[src/rtl/rv32i_instr_encoder.sv]
// RV32I mnemonic-to-machine-word encoder that streams encoded instructions
// into instruction memory at an auto-incrementing word address.
module rv32i_instr_encoder #(
    parameter int ADDR_W = 8
) (
    input  logic              clk,
    input  logic              rst_n,
    input  logic              clear,
    input  logic              in_valid,
    output logic              in_ready,
    input  logic [4:0]        in_op,
    input  logic [4:0]        in_rd,
    input  logic [4:0]        in_rs1,
    input  logic [4:0]        in_rs2,
    input  logic [31:0]       in_imm,
    output logic              imem_we,
    output logic [ADDR_W-1:0] imem_addr,
    output logic [31:0]       imem_wdata,
    output logic [ADDR_W:0]   count,
    output logic              full,
    output logic              err
);

    typedef enum logic [1:0] {IDLE, ENC, WR} state_t;

    state_t state, state_nxt;

    logic [4:0]  op_p0, rd_p0, rs1_p0, rs2_p0;
    logic [31:0] imm_p0;
    logic [31:0] enc_word;
    logic        enc_legal;
    logic        accept;

    // True when v[31:msb] are all the same bit (value fits a signed field).
    function automatic logic fits_signed(input logic [31:0] v, input int msb);
        logic [31:0] m;
        m = 32'hFFFF_FFFF << msb;
        return ((v & m) == m) || ((v & m) == 32'd0);
    endfunction

    function automatic logic [2:0] r_funct3(input logic [4:0] op);
        case (op)
            5'd2:    return 3'b001;
            5'd3:    return 3'b010;
            5'd4:    return 3'b011;
            5'd5:    return 3'b100;
            5'd6,
            5'd7:    return 3'b101;
            5'd8:    return 3'b110;
            5'd9:    return 3'b111;
            default: return 3'b000;
        endcase
    endfunction

    function automatic logic [2:0] i_funct3(input logic [4:0] op);
        case (op)
            5'd11:   return 3'b001;
            5'd12:   return 3'b010;
            5'd13:   return 3'b011;
            5'd14:   return 3'b100;
            5'd15,
            5'd16:   return 3'b101;
            5'd17:   return 3'b110;
            5'd18:   return 3'b111;
            default: return 3'b000;
        endcase
    endfunction

    function automatic logic [2:0] b_funct3(input logic [4:0] op);
        case (op)
            5'd22:   return 3'b001;
            5'd23:   return 3'b100;
            5'd24:   return 3'b101;
            5'd25:   return 3'b110;
            5'd26:   return 3'b111;
            default: return 3'b000;
        endcase
    endfunction

    assign in_ready = (state == IDLE) && !full;
    assign accept   = in_valid && in_ready && !clear;
    assign imem_we  = (state == WR) && !clear;
    assign full     = count[ADDR_W];

    always_comb begin
        enc_word  = 32'd0;
        enc_legal = 1'b1;
        if (op_p0 <= 5'd9) begin
            enc_word = {((op_p0 == 5'd1) || (op_p0 == 5'd7)) ? 7'b0100000 : 7'b0000000,
                        rs2_p0, rs1_p0, r_funct3(op_p0), rd_p0, 7'b0110011};
        end else if (op_p0 <= 5'd18) begin
            // SLLI / SRLI / SRAI carry a 5-bit shamt with funct7 above it.
            if ((op_p0 == 5'd11) || (op_p0 == 5'd15) || (op_p0 == 5'd16)) begin
                enc_legal = (imm_p0[31:5] == 27'd0);
                enc_word  = {(op_p0 == 5'd16) ? 7'b0100000 : 7'b0000000, imm_p0[4:0],
                             rs1_p0, i_funct3(op_p0), rd_p0, 7'b0010011};
            end else begin
                enc_legal = fits_signed(imm_p0, 11);
                enc_word  = {imm_p0[11:0], rs1_p0, i_funct3(op_p0), rd_p0, 7'b0010011};
            end
        end else begin
            case (op_p0)
                5'd19: begin
                    enc_legal = fits_signed(imm_p0, 11);
                    enc_word  = {imm_p0[11:0], rs1_p0, 3'b010, rd_p0, 7'b0000011};
                end
                5'd20: begin
                    enc_legal = fits_signed(imm_p0, 11);
                    enc_word  = {imm_p0[11:5], rs2_p0, rs1_p0, 3'b010, imm_p0[4:0], 7'b0100011};
                end
                5'd21, 5'd22, 5'd23, 5'd24, 5'd25, 5'd26: begin
                    enc_legal = !imm_p0[0] && fits_signed(imm_p0, 12);
                    enc_word  = {imm_p0[12], imm_p0[10:5], rs2_p0, rs1_p0, b_funct3(op_p0),
                                 imm_p0[4:1], imm_p0[11], 7'b1100011};
                end
                5'd27: begin
                    enc_legal = !imm_p0[0] && fits_signed(imm_p0, 20);
                    enc_word  = {imm_p0[20], imm_p0[10:1], imm_p0[11], imm_p0[19:12],
                                 rd_p0, 7'b1101111};
                end
                5'd28: begin
                    enc_legal = fits_signed(imm_p0, 11);
                    enc_word  = {imm_p0[11:0], rs1_p0, 3'b000, rd_p0, 7'b1100111};
                end
                5'd29:   enc_word = {imm_p0[31:12], rd_p0, 7'b0110111};
                5'd30:   enc_word = {imm_p0[31:12], rd_p0, 7'b0010111};
                default: enc_legal = 1'b0;
            endcase
        end
    end

    always_comb begin
        state_nxt = state;
        if (clear) begin
            state_nxt = IDLE;
        end else begin
            case (state)
                IDLE:    if (accept) state_nxt = ENC;
                ENC:     state_nxt = enc_legal ? WR : IDLE;
                WR:      state_nxt = IDLE;
                default: state_nxt = IDLE;
            endcase
        end
    end

    // Stage p0: capture the instruction fields at the handshake.
    always_ff @(posedge clk) begin
        if (accept) begin
            op_p0  <= in_op;
            rd_p0  <= in_rd;
            rs1_p0 <= in_rs1;
            rs2_p0 <= in_rs2;
            imm_p0 <= in_imm;
        end
    end

    // Stage p1: register the encoded word and address for the write cycle.
    always_ff @(posedge clk or negedge rst_n) begin
        if (!rst_n) begin
            state      <= IDLE;
            count      <= '0;
            err        <= 1'b0;
            imem_addr  <= '0;
            imem_wdata <= 32'd0;
        end else begin
            state <= state_nxt;
            if (clear) begin
                count <= '0;
                err   <= 1'b0;
            end else begin
                if ((state == ENC) && !enc_legal)
                    err <= 1'b1;
                if ((state == ENC) && enc_legal) begin
                    imem_addr  <= count[ADDR_W-1:0];
                    imem_wdata <= enc_word;
                end
                if (state == WR)
                    count <= count + (ADDR_W+1)'(1);
            end
        end
    end

endmodule

[config.mk]
export PLATFORM = sky130hd
export DESIGN_NAME = rv32i_instr_encoder
export DESIGN_NICKNAME = d
export VERILOG_FILES = /design/src/rtl/rv32i_instr_encoder.sv
export SDC_FILE = /design/constraint.sdc
export NUM_CORES = 1
export LEC_CHECK = 0
export CAP_MARGIN = 30
export CELL_PAD_IN_SITES_DETAIL_PLACEMENT = 2
export CELL_PAD_IN_SITES_GLOBAL_PLACEMENT = 2
export CORE_UTILIZATION = 37
export CTS_CLUSTER_DIAMETER = 80
export DETAILED_ROUTE_END_ITERATION = 8
export PLACE_DENSITY = 0.94
export REMOVE_ABC_BUFFERS = 1
export SKIP_CTS_REPAIR_TIMING = 1
export SYNTH_ARGS = -nofsm -noshare
export SYNTH_HDL_FRONTEND = slang
export SYNTH_SLANG_ARGS = --single-unit
[constraint.sdc]
create_clock -name clk -period 7 [get_ports clk]
set_input_delay 0.7 -clock clk [delete_from_list [all_inputs] [get_ports clk]]
set_output_delay 0.7 -clock clk [all_outputs]
set_load 0.03 [all_outputs]
==> flow_summary.json <==
{
  "critPathMaxStageDelay_ps": 970,
  "fin_skew_ps": 9.95,
  "grt_pass1_vias": 4244,
  "power_density_nw_per_um2": 254,
  "post-route-period-util_pct": 48.5,
  "die-area_um2": 14500,
  "status": "completed",
  "grt_overflow": 0,
  "avgRoutedWirePerCell_um": 21.6,
  "cts_root_buffer": "clkbuf_16",
  "finalSetupViolations": 0,
  "drtAntennaViolNets": 0,
  "drt_iter0_drc": 235,
  "synth_top_cell_by_area": "edfxtp_1",
  "synth_top_area_share_pct": 30.1,
  "min_period_ps": 3390,
  "irDropWorstVdd_mv": 0.166,
  "multi_input_area_um2": 2030,
  "ys_types": 59,
  "start_util_pct": 38.6,
  "hpwl_mm": 11.0,
  "startpoint": "op_p0[4]",
  "insertion_delay_ps": 350,
  "fmax_mhz": 295,
  "ys_ff_latch": 109,
  "cp_cell_sequence": "and4b_1, a22oi_1, o22ai_1, o211ai_1, a2111oi_4, buf_4, mux2_1",
  "crit_required_ps": 7230,
  "cts_buffer_depth": 2,
  "synth_top_flop_cell": "edfxtp_1",
  "cts_buffers": 9,
  "seq_area_frac_synth_pct": 57.0,
  "htree_levels": 3,
  "worstMarginPinSlew_ps": 940,
  "critPathSlowestCell": "edfxtp_1",
  "min-delay-path-class": "input pin to asynchronous set/reset pin",
  "post-route-util_pct": 49.4,
  "final.fill_count": 1340,
  "die_h_um": 120,
  "antenna_found_initial": 0,
  "port_buffers": 108,
  "power.leakage_nw": 2.54,
  "cts_tree": "done",
  "finalNetCount": 573,
  "first_pass_iters": 4,
  "diodes": 0,
  "grt_pass1_wl_mm": 23.7,
  "syn_to_final_growth_pct": 27.9,
  "syn_inst": 416,
  "gr-usage-all-layers_pct": 21.8,
  "clock_sinks": 109,
  "drive_gt1_share_pct": 11.8,
  "cp.arrival_ps": 3620,
  "ff_latch_area_um2": 2960,
  "worstRegToRegCells": 7,
  "wirelength_mm": 15.0,
  "worstSetupEndpointType": "flop",
  "maxCapViolCount": 0,
  "tns_ps": 0,
  "core_area_um2": 13500,
  "worstSetupStartpointType": "flop",
  "cp_max_fo": 28,
  "ios": 109,
  "worstReg2RegEnd": "imem_addr[5]",
  "synth_area_leaders": "edfxtp_1 (30%), dfrtp_1 (25%), mux2_4 (8.7%), o21ai_0 (2.8%), a22o_1 (2.4%)",
  "rows": 42,
  "cts.clk_slew.worst_paths_ps": 70,
  "crit_end": "imem_addr[5]",
  "slew_violations": 0,
  "reg2reg_from": "op_p0[4]",
  "drt-vias-per-instance": 5.53,
  "place_congestion": 0.834,
  "postSynth.asyncResetShare_pct": 46.8,
  "yosysWarningCount": 0,
  "final-hold-violation-count": 0,
  "timing.slew.headroom_pct": 37.3,
  "avgSynthCellArea_um2": 12.5,
  "reg2reg_slack_ps": 3610,
  "grt_max_degree": 53,
  "syn-cell-area_um2": 5190,
  "path_class": "flop to flop",
  "vias": 3829,
  "synth_edf_count": 52,
  "rsz0062_at_grt": "no",
  "drc": 0,
  "die_w_um": 120
}
[worst max-delay path: cells and delay by family (launching register included)]
| family | cells | cell delay [ps] |
|---|---|---|
| flops | 1 | 970 |
| mux | 1 | 370 |
| buf+inv | 1 | 490 |
| simple gates | 1 | 420 |
| compound gates | 4 | 990 |
[synthesized netlist by cell type, types with 6 or more instances]
library cell  count
edfxtp_1         52
dfrtp_1          51
mux2_4           30
o21ai_0          29
a21oi_1          23
nor2_1           23
nand2_1          17
a22o_1           14
clkbuf_1         13
nand3_1          11
inv_1            10
a22oi_1           8
mux2i_1           7
nor2b_1           7
dfxtp_1           6
nor3_1            6
[worst min-delay path by stage]
| stage | start | end | slack [ps] | cells after the start |
|---|---|---|---|---|
| floorplan | rst_n | count[0] | 400 | 0 |
| global placement | imem_wdata[1] | imem_wdata[1] | 470 | 1 |
| detailed placement | imem_wdata[1] | imem_wdata[1] | 480 | 1 |
| CTS | imem_addr[4] | imem_addr[4] | 500 | 1 |
| global route | imem_wdata[1] | imem_wdata[1] | 510 | 1 |
| finish | rst_n | imem_addr[6] | 490 | 2 |
[power by group]
group	internal [mW]	total, mW	switching, mW
logic	0.205	0.423	0.218
clock network	0.241	0.461	0.220
registers	0.745	0.801	0.0557
[per-layer routing]
metal	part of all wire, %	vias to the layer above	global-route usage (%)
met5	0	-	0
met4	2.0	0	6.64
met3	3.6	20	4.67
met2	53	107	39.5
met1	41	1949	25.6
li1	-	1753	-
[cell families (layout without fill, tap and decap cells)]
| logic type | Yosys count | in the layout | synth area share (%) |
|---|---|---|---|
| flip-flops | 109 | 109 | 57.0 |
| AO/OA/AOI/OAI | 108 | 108 | 14.1 |
| AND/OR/NAND/NOR | 98 | 98 | 10.1 |
| multiplexers | 46 | 46 | 12.0 |
| buffers and inverters | 40 | 141 | 3.93 |
| XOR/XNOR | 9 | 9 | 1.52 |
| adder cells (fa/ha/maj) | 6 | 6 | 1.40 |
[layout by cell type, fill, tap and decap left out, types with 7 or more instances in the layout]
| cell type | n |
|---|---|
| edfxtp_1 | 52 |
| a21oi_1 | 23 |
| mux2i_1 | 7 |
| a22o_1 | 14 |
| nand3_1 | 11 |
| a22oi_1 | 8 |
| mux2_4 | 30 |
| inv_1 | 9 |
| nor2_1 | 23 |
| nand2_1 | 17 |
| clkbuf_16 | 9 |
| dfrtp_1 | 51 |
| clkdlybuf4s50_1 | 107 |
| nor2b_1 | 7 |
| o21ai_0 | 29 |
[through the flow]
step	std cells	setup WS [ps]	cell area (um^2)	power (mW)	hold WS [ps]
after floorplan	388	2820	5030	1.03	404
after global placement	676	3790	6360	1.22	468
after detailed placement	676	3570	6360	1.24	484
after CTS	692	3670	6620	1.71	500
after global routing	693	3470	6640	1.75	507
final	693	3610	6640	1.68	490
[sequential cells by signal, summed over array words and instances (netlist names), named ones only]
| name | cells |
|---|---|
| imem_addr | 8 |
| state | 2 |
| op_p0 | 5 |
| rs2_p0 | 5 |
| rs1_p0 | 5 |
| err | 1 |
| count | 9 |
| imem_wdata | 31 |
| imm_p0 | 32 |
| rd_p0 | 5 |
[layout make-up]
cell class                 instances  area share, %
inverter                          12          0.678
sequential                       109           44.5
tap                              176           3.32
clock buffer                      12           3.56
multi-input combinational        267           30.6
timing repair buffer             113           17.0
clock inverter                     4          0.377
No activity file was read; power rests on OpenSTA's default activity.
